### config.mk
export PLATFORM = sky130hd
export DESIGN_NAME = irq_sequencer
export DESIGN_NICKNAME = d
export VERILOG_FILES = /design/src/rtl/irq_sequencer.sv
export SDC_FILE = /design/constraint.sdc
export NUM_CORES = 1
export LEC_CHECK = 0
export ABC_AREA = 1
export CORE_MARGIN = 3
export CORE_UTILIZATION = 39
export DETAILED_ROUTE_END_ITERATION = 16
export HOLD_SLACK_MARGIN = 0.1
export PLACE_DENSITY = 0.85
export SKIP_CTS_REPAIR_TIMING = 1
export SYNTH_ARGS = -nofsm -noshare
export SYNTH_HDL_FRONTEND = slang
export SYNTH_SLANG_ARGS = --single-unit
### constraint.sdc
create_clock -name CLK -period 4.2 [get_ports CLK]
set_input_delay 0.84 -clock CLK [delete_from_list [all_inputs] [get_ports CLK]]
set_output_delay 0.84 -clock CLK [all_outputs]
set_load 0.01 [all_outputs]
### src/rtl/irq_sequencer.sv
`default_nettype none
// +--------------------------------------------------------------------------+
// | irq_sequencer: device IRQ collection, ION delay and hardware JMS 0 entry |
// | Revision: 1.0                                                            |
// +--------------------------------------------------------------------------+
module irq_sequencer #(
  parameter int NDEV   = 4,
  parameter int ADDR_W = 12
) (
  input  logic              CLK,
  input  logic              clear,
  input  logic              instDone,
  input  logic              ionSet,
  input  logic              ionClr,
  input  logic [NDEV-1:0]   devIrq,
  input  logic [NDEV-1:0]   devMask,
  input  logic [ADDR_W-1:0] pcIn,
  input  logic              memAck,
  output logic              irqPending,
  output logic              ionFlag,
  output logic              takeover,
  output logic              memWe,
  output logic [ADDR_W-1:0] memAddr,
  output logic [ADDR_W-1:0] memData,
  output logic              pcLoad,
  output logic [ADDR_W-1:0] pcOut,
  output logic [3:0]        irqSrc,
  output logic              irqDone
);

  typedef enum logic [1:0] {
    S_IDLE   = 2'd0,
    S_SAVE   = 2'd1,
    S_VECTOR = 2'd2,
    S_DONE   = 2'd3
  } state_t;

  localparam logic [ADDR_W-1:0] c_SAVE_ADDR = '0;
  localparam logic [ADDR_W-1:0] c_VECTOR_PC = ADDR_W'(1);

  state_t            r_state, w_next;
  logic              r_ion_flag, r_ion_eff, r_ion_arm;
  logic [ADDR_W-1:0] r_mem_data;
  logic [3:0]        r_irq_src;
  logic [NDEV-1:0]   w_active;
  logic [3:0]        w_src;
  logic              w_entry;

  assign w_active   = devIrq & devMask;
  assign irqPending = |w_active;

  // Descending scan so the lowest active index (highest priority) wins.
  always_comb begin
    w_src = 4'd0;
    for (int i = NDEV - 1; i >= 0; i--) begin
      if (w_active[i]) w_src = 4'(i);
    end
  end

  // The ~ionSet term enforces the one-instruction delay when ION re-executes.
  assign w_entry = (r_state == S_IDLE) && instDone && r_ion_eff && irqPending && !ionSet;

  always_comb begin
    w_next   = r_state;
    takeover = 1'b0;
    memWe    = 1'b0;
    pcLoad   = 1'b0;
    irqDone  = 1'b0;
    case (r_state)
      S_IDLE: begin
        if (w_entry) w_next = S_SAVE;
      end
      S_SAVE: begin
        takeover = 1'b1;
        memWe    = 1'b1;
        if (memAck) w_next = S_VECTOR;
      end
      S_VECTOR: begin
        takeover = 1'b1;
        pcLoad   = 1'b1;
        w_next   = S_DONE;
      end
      S_DONE: begin
        takeover = 1'b1;
        irqDone  = 1'b1;
        w_next   = S_IDLE;
      end
      default: w_next = S_IDLE;
    endcase
  end

  always_ff @(posedge CLK) begin
    if (clear) begin
      r_state    <= S_IDLE;
      r_ion_flag <= 1'b0;
      r_ion_eff  <= 1'b0;
      r_ion_arm  <= 1'b0;
      r_mem_data <= '0;
      r_irq_src  <= 4'd0;
    end else begin
      r_state <= w_next;
      if (w_entry) begin
        r_mem_data <= pcIn;
        r_irq_src  <= w_src;
        r_ion_flag <= 1'b0;
        r_ion_eff  <= 1'b0;
        r_ion_arm  <= 1'b0;
      end else if (r_state == S_IDLE) begin
        // Re-arming drops the effective enable, so one more instruction must complete.
        if (ionSet) begin
          r_ion_flag <= 1'b1;
          r_ion_eff  <= 1'b0;
          r_ion_arm  <= 1'b1;
        end else if (ionClr) begin
          r_ion_flag <= 1'b0;
          r_ion_eff  <= 1'b0;
          r_ion_arm  <= 1'b0;
        end else if (instDone && r_ion_arm) begin
          r_ion_eff <= 1'b1;
          r_ion_arm <= 1'b0;
        end
      end
    end
  end

  assign ionFlag = r_ion_flag;
  assign memData = r_mem_data;
  assign irqSrc  = r_irq_src;
  assign memAddr = c_SAVE_ADDR;
  assign pcOut   = c_VECTOR_PC;

endmodule
`default_nettype wire

# Word level (Yosys, flattened, before mapping)
# Index checks and enable logic that the tools add are counted.
# op_classes
n_eq_ne	5
muxes	19
bitwise_logic	1
reduce_logical	15
# ops
operator	count
two-way mux 1 bit	12
two-way mux 4 bit	3
case mux 2 bit (4 select lines)	1
two-way mux 2 bit	3
AND reduction 2 bit	3
logical AND 1 bit	5
bitwise AND 4 bit	1
equality test 2 bit (second input constant)	2
!= test 2 bit (second input constant)	2
OR reduction 4 bit	1
nonzero test 3 bit	1
OR reduction 3 bit	1
equality test 2 x 1 -> 1 bit (second input constant)	1
zero test 2 bit	1
nonzero test 2 bit	1
OR reduction 2 bit	1
zero test 1 bit	1
# word_totals
ff_bits	21
inputBits	26
out_inout_bits	46
elab_cells	46

# Longest topological paths before layout
# logic_depth
depth_word	7
mapped_depth	10
ltp_nobuf	9

# Worst setup path before layout
# Ideal clock, no wire load.
# synth_timing
path_kind	in2out
from	input port devIrq[1]
to	output port irqPending
t_arrival_ns	1.069
required_ns	3.360
setup_slack_ns	2.291
path_stages	2
path_buffers	0
path_cell_list	nand2_1 nand4_1
# synth_via
elab_chain_cells	2
# synth_lines
item	line	source
start, declared	15	input logic [NDEV-1:0] devIrq,
bitwise AND 4 bit	49	assign w_active = devIrq & devMask;
OR reduction 4 bit	50	assign irqPending = |w_active;
end, declared	19	output logic irqPending,
# Every way passes these cells.

# Final worst setup path
# layout_timing
from	input port devMask[0]
to	output port irqPending
# layout_via
elab_chain_cells	2
# layout_lines
item	line	source
start, declared	16	input logic [NDEV-1:0] devMask,
bitwise AND 4 bit	49	
OR reduction 4 bit	50	
# Every way passes these cells.

==> out/results.tsv <==
metric	value	unit
outcome	finished clean	
leakage	0.608	nW
ys_ff_latch	19	
fin_crit_sh	67.7	%
synthCells	143	
grtUsageMet2	18.5	%
fmax	0.352	GHz
rsz0062_at_grt	false	
die_w	60.1	µm
clk_pin_slew_worst_paths	0.10	ns
dp_hpwl	1750	µm
tightest_slew	0.740	ns
required	3.36	ns
ioPinCount	72	
setup.worst_path.class	in2out	
syn_avg_cell_area	7.99	µm²
start_util	41.1	%
port_buffers	45	
viasPerCell	4.25	
drv_cap	0	
grt_pass1_wl	3190	µm
finClkSkew	0.00689	ns
setup_viol	0	
hold_ws	0.446	ns
cp.arrival	2.00	ns
use_met1	14.4	%
power	487	µW
numCtsBuffers	3	
coreArea	2780	µm²
stdcell_area	1520	µm²
ys_types	21	
crit_path_end_kind	output port	
finalHoldViolCount	0	
grt_max_degree	15	
cts_root_buffer	clkbuf_4	
clock-sinks	19	
power_density	320	nW/µm²
final_core_util	54.6	%
maxSlewViolCount	0	
cp_max_fo	3	
gr-total-overflow	0	
grt_pass1_vias	783	
dpl_cell_area	1490	µm²
initialDrtViolationCount	22	
nets	219	
vias	926	
seq_area_frac_synth	33.3	%
drive_gt1_share	13.4	%
ir_drop	0.221	mV
yosys_warnings	0	
cts_tree	done	
synth_area	1140	µm²
min_path_type	reg2reg	
wl_per_cell	9.82	µm
relSlewSlack	50.5	%
min_period	2.84	ns
ant_nets	0	
gp_congestion	0.796	
die-area	3610	µm²
met3_usage	3.24	%
drtPass1Iterations	4	
placementRows	19	
worstSkewPairLatency	0.29	ns
critPathLaunchType	primary input	
antenna_cells	0	
die_h	60.1	µm
cts-htree-levels	1	
grt_antenna_before_repair	0	
layout-area-overhead-vs-synth	33.0	%
drcViolationCount	0	
grt_busiest_layer	met2	
setup-tns-final	0	ns
wirelength	2140	µm
clockBufferDepth	2	
grt.total_usage	11.7	%
-- worst paths after layout --
path                   start          to  slack, ns  cells after the start
setup / recovery  devMask[0]  irqPending       1.36                      4
hold / removal     irqSrc[1]   irqSrc[1]       0.45                      2
setup reg to reg  r_state[0]     ionFlag       2.51                      9
hold reg to reg    irqSrc[1]   irqSrc[1]       0.45                      2
-- cell families (layout without fill, tap and decap cells) --
group	after synthesis	in the layout	synth area share, %
and+or+nand+nor	57	57	24.4
buffers and inverters	39	59	23.7
adders and majority gates	5	5	5.48
AOI/OAI and AO/OA	21	21	12.5
other	2	26	0.657
DFF	19	19	33.3
-- area by class of cell --
class / count / area [µm²]
fillers: 273 / 1260
multi-input cells: 109 / 582
repair buffers: 45 / 450
flip-flops and latches: 19 / 380
inverters: 10 / 40.0
well taps: 31 / 38.8
clock buffers: 3 / 22.5
clock inverters: 1 / 5.00
-- flip-flops by register name (all words and copies together), names as in the netlist --
register	flops
ionFlag	1
irqSrc	2
memData	12
r_ion_arm	1
r_ion_eff	1
r_state	2
-- layout by cell type (no fill, tap or decap), drive strengths merged --
master	instances
o21ai	1
dfxtp	19
conb	26
nand3	8
clkinv	1
a21oi	20
nor2	6
inv	10
nand2	42
nand4	1
clkdlybuf4s50	45
ha	5
clkbuf	3
-- cells in the mapped netlist --
cell / number / share of area (%)
conb_1: 2 / 0.66
o21ai_0: 1 / 0.44
a21oi_2: 10 / 7.7
nor2_4: 1 / 0.99
inv_4: 1 / 0.55
nand2_2: 5 / 2.7
nand3_4: 2 / 3.1
buf_4: 26 / 17
nand2_4: 1 / 0.99
dfxtp_1: 19 / 33
clkbuf_1: 1 / 0.33
inv_2: 1 / 0.33
buf_6: 1 / 0.99
nor2_1: 5 / 1.6
ha_1: 5 / 5.5
buf_12: 1 / 1.8
nand3_1: 6 / 2.6
nand4_1: 1 / 0.55
a21oi_1: 10 / 4.4
nand2_1: 36 / 12
inv_1: 8 / 2.6
-- metal layers --
layer	up-vias	part of all wire [%]
met2	38	47
met4	0	1.3
met5	-	0
met1	402	43
li1	484	-
met3	2	8.3
-- per-stage QoR --
stage / instances / worst slack [ns]
floorplan: 167 / 2.29
global placement: 214 / 1.36
detailed placement: 214 / 1.35
CTS: 218 / 1.35
global route: 218 / 1.30
finish: 218 / 1.36
-- power breakdown --
part / internal (mW) / leakage [nW] / total, mW / switching, mW
clock: 0.0353 / 0.0177 / 0.0886 / 0.0532
sequential: 0.194 / 0.154 / 0.205 / 0.0112
combinational: 0.0899 / 0.437 / 0.193 / 0.103
total: 0.319 / 0.608 / 0.487 / 0.168
-- worst max-delay path, cell delays in order --
cell and delay, ns:
clkdlybuf4s50_1 0.45, nand2_1 0.08, nand4_1 0.10, clkdlybuf4s50_1 0.53
Power figures use the tool's default switching activity.
==> edit (config.mk and constraints unchanged) <==
Change the parameter `NDEV` from 4 to 8.
--- a/src/rtl/irq_sequencer.sv
+++ b/src/rtl/irq_sequencer.sv
@@ -4,7 +4,7 @@
 // | Revision: 1.0                                                            |
 // +--------------------------------------------------------------------------+
 module irq_sequencer #(
-  parameter int NDEV   = 4,
+  parameter int NDEV   = 8,
   parameter int ADDR_W = 12
 ) (
   input  logic              CLK,
Interface: changed (resized devIrq and devMask); port bits go from 72 to 80. No check against the original RTL was run, so the function may have changed too.
==> edit against the unedited design <==
- wire length rose by 9.7%
- setup slack got worse by 0.16 ns
- area after synthesis rose by 1.2%
- register-to-register slack barely moved
- design area rose by 9.8%
- total power rose by 18%
- critical path type unchanged
- largest power group unchanged
- sequential cell count rose by 1
- non-clock buffer count rose by 9
==> edit: results (changes against the unedited design) <==
stage	metric	value	unit	change
cts	later-pin clock latency in the skew report	0.31	ns	+0.02 ns
global_route	GR met3 Demand/Resource	1.064	%	-2.2 points
synth	Post-synth top cells	38 x nand2_1, 26 x buf_4, 20 x dfxtp_1, 20 x inv_1, 9 x o21ai_1		
timing	skew final	0.007187	ns	+0.0003006 ns
synth	sequential area share after synthesis	34.63	%	+1.3 points
final_layout	NumNets Final	251		+15%
power	Max VDD drop	0.0002796	V	+27%
synth	Cells after Synth	157		+9.8%
placement	Final GP Congestion	0.6971		-12%
placement	dpl hpwl	1940	um	+11%
global_route	first-pass GRT wire length	3456	um	+8.4%
global_route	met2 Track Usage GR	22.22	%	+3.7 points
global_route	via count of the first global-routing pass	838		+7.0%
detailed_routing	drt first pass iters	3		-1
synth	synth top area cells	dfxtp_1 35%, buf_4 17%, nand2_1 12%		
worst_setup_path	Arrival @ worst endpoint	2.16	ns	+0.16 ns
timing	worst hold slack	0.4661	ns	+0.01989 ns
worst_setup_path	slowest cell delay on critical path	0.55	ns	+0.02 ns
cts	CTS clk-pin slew, worst paths	0.12	ns	+0.02 ns
global_route	met1 GRT Util	14.86	%	+0.42 points
detailed_routing	vias post-DR	1035		+12%
synth	Synth cell types	23		+9.5%
worst_setup_path	FF-to-FF setup slack	2.52	ns	about the same
run_status	status	finished, final reports clean		
power	Psw	176.4	uW	+5.2%
detailed_routing	Avg WL per Cell	9.698	um	-1.2%
power	static leakage	0.7704	nW	+27%
detailed_routing	initial DRC count	29		+32%
placement	port bufs	54		+20%
-- edit: area by class of cell --
cell class	instances	area [um^2]
tap	31	38.79
inverter	21	81.33
timing repair buffer	54	540.5
fill	275	1114
clock inverter	1	30.03
multi-input combinational	112	554.3
clock buffer	3	22.52
sequential	20	400.4
-- edit: per-layer routing --
metal  vias to the layer above  share of wire, %
li1                        543                 -
met1                       442                41
met2                        45                49
met3                         5               7.9
met4                         0               2.0
met5                         -                 0
-- edit: logic make-up (layout without fill, tap and decap cells) --
family	Yosys count	count (layout)	share of synthesized area [%]
fa+ha+maj	5	5	5.411
other cells	2	25	0.6496
buf+inv	48	79	24.89
simple gates	60	60	24.24
flops	20	20	34.63
compound gates	22	22	10.17
-- edit: worst paths after layout --
check / depth (start not counted) / startpoint / endpoint
worst max-delay path: 6 / devMask[1] / irqPending
worst min-delay path: 2 / memData[9] / memData[9]
worst max register to register: 7 / r_state[0] / irqSrc[0]
worst min register to register: 2 / memData[9] / memData[9]
-- edit: through the flow --
stage	instance area [um^2]	worst slack [ns]	util, %
finish	1668	1.196	59.96
global route	1668	1.104	59.96
CTS	1668	1.177	59.96
detailed placement	1615	1.174	58.07
global placement	1615	1.193	58.07
floorplan	1242	2.152	-
-- edit: power groups by stage --
stage | registers (mW) | clock network [mW] | logic, mW
finish | 0.214 | 0.159 | 0.200
global route | 0.216 | 0.165 | 0.228
global placement | 0.218 | 0 | 0.196
detailed placement | 0.218 | 0 | 0.200
floorplan | 0.217 | 0 | 0.135
CTS | 0.214 | 0.162 | 0.201
-- edit: worst register-to-register path, delay by kind of cell, from the launching register on --
family,cells,cell delay [ns]
adder cells (fa/ha/maj),1,0.28
buffers and inverters,1,0.11
flip-flops,1,0.35
AND/OR/NAND/NOR,5,0.90
